$ cat src/rtl/corrdet_resultpack_if.sv
// Result-in / byte-out handshake bundle for corrdet_resultpack.
// slave = packer side, master = producer/host side.
interface corrdet_resultpack_if #(
   parameter int IDX_W  = 9,
   parameter int DATA_W = 8
);
   logic              i_resultValid;
   logic              o_resultReady;
   logic [IDX_W-1:0]  i_resultIdx;
   logic [DATA_W-1:0] i_resultData;
   logic              i_resultArq;
   logic              o_byteValid;
   logic              i_byteReady;
   logic [7:0]        o_byteData;

   modport slave (
      input  i_resultValid, i_resultIdx, i_resultData,
      input  i_resultArq, i_byteReady,
      output o_resultReady, o_byteValid, o_byteData
   );

   modport master (
      output i_resultValid, i_resultIdx, i_resultData,
      output i_resultArq, i_byteReady,
      input  o_resultReady, o_byteValid, o_byteData
   );
endinterface

$ cat src/rtl/corrdet_resultpack.sv
// Packs (idx, data, arq) results into byte records for the host link,
// inserting a 2-byte window record whenever arq toggles.
module corrdet_resultpack #(
   parameter int N_RESULTS = 276,
   parameter int IDX_W     = $clog2(N_RESULTS),
   parameter int DATA_W    = 8
) (
   input  logic                 i_clk,
   input  logic                 i_rst,
   input  logic                 i_cg,
   corrdet_resultpack_if.slave  bus,
   output logic [7:0]           o_windowCount,
   output logic                 o_busy
);
   typedef enum logic [2:0] {
      S_IDLE, S_WIN0, S_WIN1,
      S_RES0, S_RES1, S_RES2, S_RES3
   } state_e;

   state_e      state_q, state_d;
   logic [15:0] idx_q;
   logic [7:0]  data_q;
   logic        last_arq_q;
   logic [7:0]  wcnt_q;
   logic        accept, fire, toggle;

   assign accept = bus.o_resultReady & bus.i_resultValid;
   assign fire   = bus.o_byteValid & bus.i_byteReady;
   assign toggle = bus.i_resultArq != last_arq_q;

   always_ff @(posedge i_clk) begin
      if (i_rst) begin
         state_q <= S_IDLE;
      end else if (i_cg) begin
         state_q <= state_d;
      end
   end

   always_comb begin
      state_d = state_q;
      unique case (state_q)
         S_IDLE: if (accept) state_d = toggle ? S_WIN0 : S_RES0;
         S_WIN0: if (fire) state_d = S_WIN1;
         S_WIN1: if (fire) state_d = S_RES0;
         S_RES0: if (fire) state_d = S_RES1;
         S_RES1: if (fire) state_d = S_RES2;
         S_RES2: if (fire) state_d = S_RES3;
         S_RES3: if (fire) state_d = S_IDLE;
         default: state_d = S_IDLE;
      endcase
   end

   // accept already implies i_cg, so capture freezes with the clock gate
   always_ff @(posedge i_clk) begin
      if (i_rst) begin
         idx_q      <= '0;
         data_q     <= '0;
         last_arq_q <= 1'b0;
         wcnt_q     <= '0;
      end else if (accept) begin
         idx_q  <= 16'(bus.i_resultIdx);
         data_q <= 8'(bus.i_resultData);
         if (toggle) begin
            last_arq_q <= bus.i_resultArq;
            wcnt_q     <= wcnt_q + 8'd1;
         end
      end
   end

   always_comb begin
      bus.o_resultReady = i_cg & (state_q == S_IDLE);
      bus.o_byteValid   = i_cg & (state_q != S_IDLE);
      bus.o_byteData    = 8'h00;
      unique case (state_q)
         S_WIN0:  bus.o_byteData = 8'h01;
         S_WIN1:  bus.o_byteData = wcnt_q;
         S_RES1:  bus.o_byteData = idx_q[7:0];
         S_RES2:  bus.o_byteData = idx_q[15:8];
         S_RES3:  bus.o_byteData = data_q;
         default: bus.o_byteData = 8'h00;
      endcase
   end

   assign o_windowCount = wcnt_q;
   assign o_busy        = state_q != S_IDLE;
endmodule

$ cat src/flat_wrapper.sv
// flat-port wrapper written by rule: the top's interface ports become plain ports
module corrdet_resultpack_flat 
#(
   parameter int N_RESULTS = 276,
   parameter int IDX_W     = $clog2(N_RESULTS),
   parameter int DATA_W    = 8
)
  (i_clk, i_rst, i_cg, o_windowCount, o_busy, bus_i_resultValid, bus_i_resultIdx, bus_i_resultData, bus_i_resultArq, bus_i_byteReady, bus_o_resultReady, bus_o_byteValid, bus_o_byteData);
  corrdet_resultpack_if #(.IDX_W(IDX_W), .DATA_W(DATA_W)) bus_i ();
  input  logic i_clk;
  input  logic i_rst;
  input  logic i_cg;
  output logic [7:0] o_windowCount;
  output logic o_busy;
  input wire logic [$bits(bus_i.i_resultValid)-1:0] bus_i_resultValid;
  input wire logic [$bits(bus_i.i_resultIdx)-1:0] bus_i_resultIdx;
  input wire logic [$bits(bus_i.i_resultData)-1:0] bus_i_resultData;
  input wire logic [$bits(bus_i.i_resultArq)-1:0] bus_i_resultArq;
  input wire logic [$bits(bus_i.i_byteReady)-1:0] bus_i_byteReady;
  output wire logic [$bits(bus_i.o_resultReady)-1:0] bus_o_resultReady;
  output wire logic [$bits(bus_i.o_byteValid)-1:0] bus_o_byteValid;
  output wire logic [$bits(bus_i.o_byteData)-1:0] bus_o_byteData;
  assign bus_i.i_resultValid = bus_i_resultValid;
  assign bus_i.i_resultIdx = bus_i_resultIdx;
  assign bus_i.i_resultData = bus_i_resultData;
  assign bus_i.i_resultArq = bus_i_resultArq;
  assign bus_i.i_byteReady = bus_i_byteReady;
  assign bus_o_resultReady = bus_i.o_resultReady;
  assign bus_o_byteValid = bus_i.o_byteValid;
  assign bus_o_byteData = bus_i.o_byteData;
  corrdet_resultpack #(.N_RESULTS(N_RESULTS), .IDX_W(IDX_W), .DATA_W(DATA_W)) u_core (.i_clk(i_clk), .i_rst(i_rst), .i_cg(i_cg), .bus(bus_i), .o_windowCount(o_windowCount), .o_busy(o_busy));
endmodule
$ cat config.mk
export PLATFORM = sky130hd
export DESIGN_NAME = corrdet_resultpack_flat
export DESIGN_NICKNAME = d
export VERILOG_FILES = /design/src/rtl/corrdet_resultpack_if.sv /design/src/rtl/corrdet_resultpack.sv /design/src/flat_wrapper.sv
export SDC_FILE = /design/constraint.sdc
export NUM_CORES = 1
export LEC_CHECK = 0
export CAP_MARGIN = 20
export CORE_ASPECT_RATIO = 0.7
export CORE_UTILIZATION = 41
export DETAILED_ROUTE_END_ITERATION = 8
export PLACE_DENSITY = 0.7
export SKIP_LAST_GASP = 1
export SYNTH_ARGS = -nofsm -noshare
export SYNTH_HDL_FRONTEND = slang
export SYNTH_SLANG_ARGS = --single-unit
export TNS_END_PERCENT = 1
$ cat constraint.sdc
create_clock -name i_clk -period 4.45 [get_ports i_clk]
set_input_delay 0.445 -clock i_clk [delete_from_list [all_inputs] [get_ports i_clk]]
set_output_delay 0.445 -clock i_clk [all_outputs]
set_load 0.02 [all_outputs]
* Word-level counts from Yosys, hierarchy flattened
Cells that the tools add are included.
Storage, ports and cells: logic and storage cells 38, output and inout bits 19, input bits 23, register bits 29
Operators by class: eq/ne operators 14, bitwise logic cells 4, reduce and logical (&&, ||, !) cells 4, add/subtract/negate cells 1, mux-type cells 10
Operators with widths (number):
- case mux 8 bit (5 select lines) | 1
- two-way mux 3 bit | 7
- case mux 3 bit (7 select lines) | 1
- inequality test 2 x 1 -> 1 bit (second input constant) | 7
- == test 3 bit (second input constant) | 3
- adder 8 x 1 -> 8 bit (second input constant) | 1
- AND reduction 8 bit | 1
- == test 3 x 2 -> 1 bit (second input constant) | 2
- AND 1 bit | 4
- == test 3 x 1 -> 1 bit (second input constant) | 1
- zero test 3 bit | 1
- nonzero test 3 bit | 1
- two-way mux 2 bit | 1
- AND reduction 2 bit | 1
- inequality test 1 bit | 1

* Depth between registers and ports, before layout
depth in word-level cells 5, gate-level depth with buffers 7, gate-level depth less buffers 5

* Least setup slack after synthesis
No wires, ideal clock.
path kind register -> output, from reg u_core.state_q[1], to out bus_o_byteData[1], buffers on the path 3, setup slack 2557 ps, arrival time 1448 ps, stages on the path, launching flop included 6, data required time 4005 ps, path through dfxtp_1 -> buf_2 -> buf_2 -> clkbuf_1 -> nand3_1 -> a21oi_1
Between the ends: cells in the longest elaborated chain, start to end 2, elaborated cells on any way between the ends 6, classes of those cells eq/ne: 5; mux: 1
Ends and longest elaborated chain:
- start, declared | RTL line corrdet_resultpack.sv:20 | state_e state_q, state_d;
- start signal, assigned | RTL line corrdet_resultpack.sv:35 | state_q <= state_d;
- == test 3 bit (tied with other cells) | RTL line corrdet_resultpack.sv:74 | unique case (state_q)
- case mux 8 bit (5 select lines) * | RTL line corrdet_resultpack.sv:74
- end, declared | RTL line flat_wrapper.sv:22 | output wire logic [$bits(bus_i.o_byteData)-1:0] bus_o_byteData;
Every way passes the cells marked *; elsewhere a longest branch is shown, timed or not.

* Worst setup path after layout
from reg u_core.state_q[1], to out bus_o_byteData[2]
Same word-level chain as after synthesis.

==> results.md <==
- Crit path launch type: flip-flop
- Global-route usage over all layers: 20.44%
- Die area: 3880 um2
- First-pass GRT wire length: 5940 um
- Initial antenna violation count: 0
- # DRC: 0
- Syn_area_per_cell: 7.636 um2
- CP required: 4010 ps
- Status: finished, final reports clean
- Clock power share: 34.7%
- Hold Path End: u_core.data_q[1]$_SDFFE_PP0P_
- Top-count cell post-synth: nand2_1
- Peak supply drop: between 0.0002 and 0.00025 V
- Final Max Tran Viols: 0
- Synthesized cell area: 1489 um2
- Core area: 3297 um2
- Post-layout min period: between 2000 and 3000 ps
- Routed len/inst: between 10 and 15 um
- H-tree levels: 2
- Post-detail-place hpwl: 2510 um
- Post-synthesis sequential area ratio: 38.99%
- R2R setup slack: 2490 ps
- Worst path max stage delay: between 900 and 1000 ps
- Internal: 428.0 uW
- Vias per Instance: approximately 5.2
- Iter 0 DRT Violations: 90
- Crit path arrival time: ~2400 ps
- Clock Path Buffers: 2
- CTS Sinks: 29
- Synthesized net count: 219
- Filler Cells Inserted: 311
- Initial core utilization: between 40% and 50%
- Ys flop type: dfxtp_1
- Top cells by area, synth: dfxtp_1 39%, nand2_1 12%, a21oi_1 9.1%
- Die Wd: 74.03 um
- Hold_buf cts: 0
- Leakage: 0.6570 nW
- Hold crit path type: reg -> reg
- Fmax: around 360 MHz
- Syn Inst Count: 195
- Gpl congestion: 0.7679
- Area grow syn2layout: 33.28%
- Vias in the first global route: between 1,000 and 1,500
- Reg clk slew, reported paths: ~60 ps
- Layout cells sized above 1: 6.061%
- Hold Crit Depth: 2
- Root Buffer: clkbuf_8
- Synth top area share: 38.99%
- Fin. Hold Viols: 0
- Sw frac: between 20% and 30%
- CTS tree: built
- Postcts setup bufs: 0
- CTS Buf Count: 5
- FF-to-FF End: u_core.o_windowCount[1]$_SDFFE_PP0P_
- Post-synth ARST share: 0%
- Setup crit end kind: primary output
- Cell Chain, Critical Path: mux2_2 > nand2_1 > a21oi_1 > clkdlybuf4s50_1
- Gr ovfl total: 0
- Num ports: 42
- Worst-Margin Slew: 1053 ps
- Largest net degree at the start of global routing: 30
- Clk Latency, worst-skew pair: 270 ps
- Flop pwr share: 49.5%
- Cell Count, Final, Fillers Out: roughly 280
- Rows: 17
- TNS Setup: 0 ps
- Worst Reg-to-Reg Cells: 5
- Via count: 1,446
- Hold Crit Start: u_core.data_q[1]$_SDFFE_PP0P_
- Skew final: 2.186 ps
- Max FO, Critical Path: 25
- Max Cap Viol: 0
- RSZ-0062 raised after global routing: no
- Power Dens Cells: 293.2 nW/um2
- Worst R2R Start: u_core.state_q[1]$_SDFFE_PP0P_
- IO buf count: just over 40
- Placed insts: 270
- Total power: 581.8 uW
- Post_cts resized: 0
- Post-route clock period utilization: 62.85%
- Post-synth top area cell: dfxtp_1
- Die height: ~52 um
- Synth Warn #: 0
- Critical path's slowest cell: dfxtp_1
- Critical path type: reg -> out
- Sw power: 153.8 uW
- EDFF count, synth: 0
- Antenna cells: 0
- FF+latch count, synth: 29
- Antenna-violating nets left: 0
- Detailed Route WL: 3574 um
- # setup viols final: 0
- Combinational power share: around 16%
- Layout Nets: approximately 250
- Synth cell types: 34
- Synth top cells by count: 48 x nand2_1, 29 x dfxtp_1, 27 x a21oi_1
- Max-slew headroom: 29.60%
- Drt first pass iters: 4
## metal layers
metal | vias up | global-route usage, % | share of wire (%)
met2 | 38 | 33.03 | 44
met5 | - | 0 | 0
met3 | 8 | 5.192 | 5.4
met1 | 662 | 25.62 | 49
met4 | 0 | 9.295 | 1.3
li1 | 738 | - | -
## how the worst max path moves through the flow
stage / from / to / slack (ps) / cells past startpoint
6_report: u_core.state_q[1]$_SDFFE_PP0P_ / bus_o_byteData[2] / 1650 / 4
5_1_grt: u_core.state_q[1]$_SDFFE_PP0P_ / bus_o_byteData[0] / 1430 / 5
4_1_cts: u_core.state_q[1]$_SDFFE_PP0P_ / bus_o_byteData[2] / 1620 / 4
3_5_place_dp: u_core.state_q[1]$_SDFFE_PP0P_ / bus_o_byteData[2] / 1930 / 4
3_3_place_gp: u_core.state_q[1]$_SDFFE_PP0P_ / bus_o_byteData[3] / 1970 / 4
2_1_floorplan: u_core.state_q[1]$_SDFFE_PP0P_ / bus_o_byteData[1] / 2560 / 5
## power groups by stage
stage	sequential, mW	combinational, mW	clock, mW
after floorplan	0.283	0.0626	0
after CTS	0.288	0.0924	0.206
after global placement	0.293	0.0905	0
final	0.288	0.0919	0.202
after detailed placement	0.294	0.0923	0
after global routing	0.290	0.102	0.220
## sequential cells by signal, summed over array words and instances, names as in the netlist
name and count:
u_core.idx_q 9, u_core.o_windowCount 8, u_core.data_q 8, u_core.state_q 3, u_core.last_arq_q 1
## critical path: cells and delay by family (launching register included)
| kind | cells | cell delay (ps) |
|---|---|---|
| AOI/OAI and AO/OA | 1 | 150 |
| buffers and inverters | 1 | 630 |
| DFF | 1 | 940 |
| muxes | 1 | 310 |
| and+or+nand+nor | 1 | 50 |
## cells by family (layout without fill, tap and decap cells)
logic type                 after synthesis  count (layout)  synth area share, %
adders and majority gates                1               1               0.8402
DFF                                     29              29                38.99
AOI/OAI and AO/OA                       46              46                17.31
and+or+nand+nor                         88              88                28.15
muxes                                    9               9                6.303
xor gates and xnor gates                 6               6                4.034
buffers and inverters                   16              52                4.369
## metrics by stage
step	instance area (um2)	setup slack, ps	util, %	hold slack (ps)
floorplan	1489	2557	-	432.9
finish	1984	1653	60.19	453.6
CTS	1984	1623	60.19	459.5
global route	1984	1431	60.19	487.2
detailed placement	1904	1929	57.76	450.5
global placement	1904	1972	57.76	442.8
## final cells by class
type,count,area [um2],share of cell area [%]
Tap cell,47,58.81,2.963
Inverter,3,11.26,0.5675
Sequential cell,29,580.6,29.26
Timing Repair Buffer,41,410.4,20.68
Multi-Input combinational cell,150,843.3,42.50
Clock buffer,8,80.08,4.035
## cell usage in the layout (no fill, tap or decap), types with 2 or more instances in the layout
cell type        netlist  routed
mux2_2                 3       3
o31ai_1                2       2
clkbuf_8               0       5
xor2_1                 2       2
clkbuf_1               9       3
nand3b_1               2       2
mux2i_1                6       6
inv_1                  3       3
nand2_1               48      48
xnor2_1                3       3
nand3_1                8       8
and2_1                 3       3
nand4_1                2       2
or4_1                  2       2
o21ai_0                8       8
dfxtp_1               29      29
a21oi_1               27      27
a31oi_1                4       4
clkdlybuf4s50_1        0      41
nor2_1                14      14
nor4_1                 3       3
Note: power is estimated with default switching activity, not from simulation.
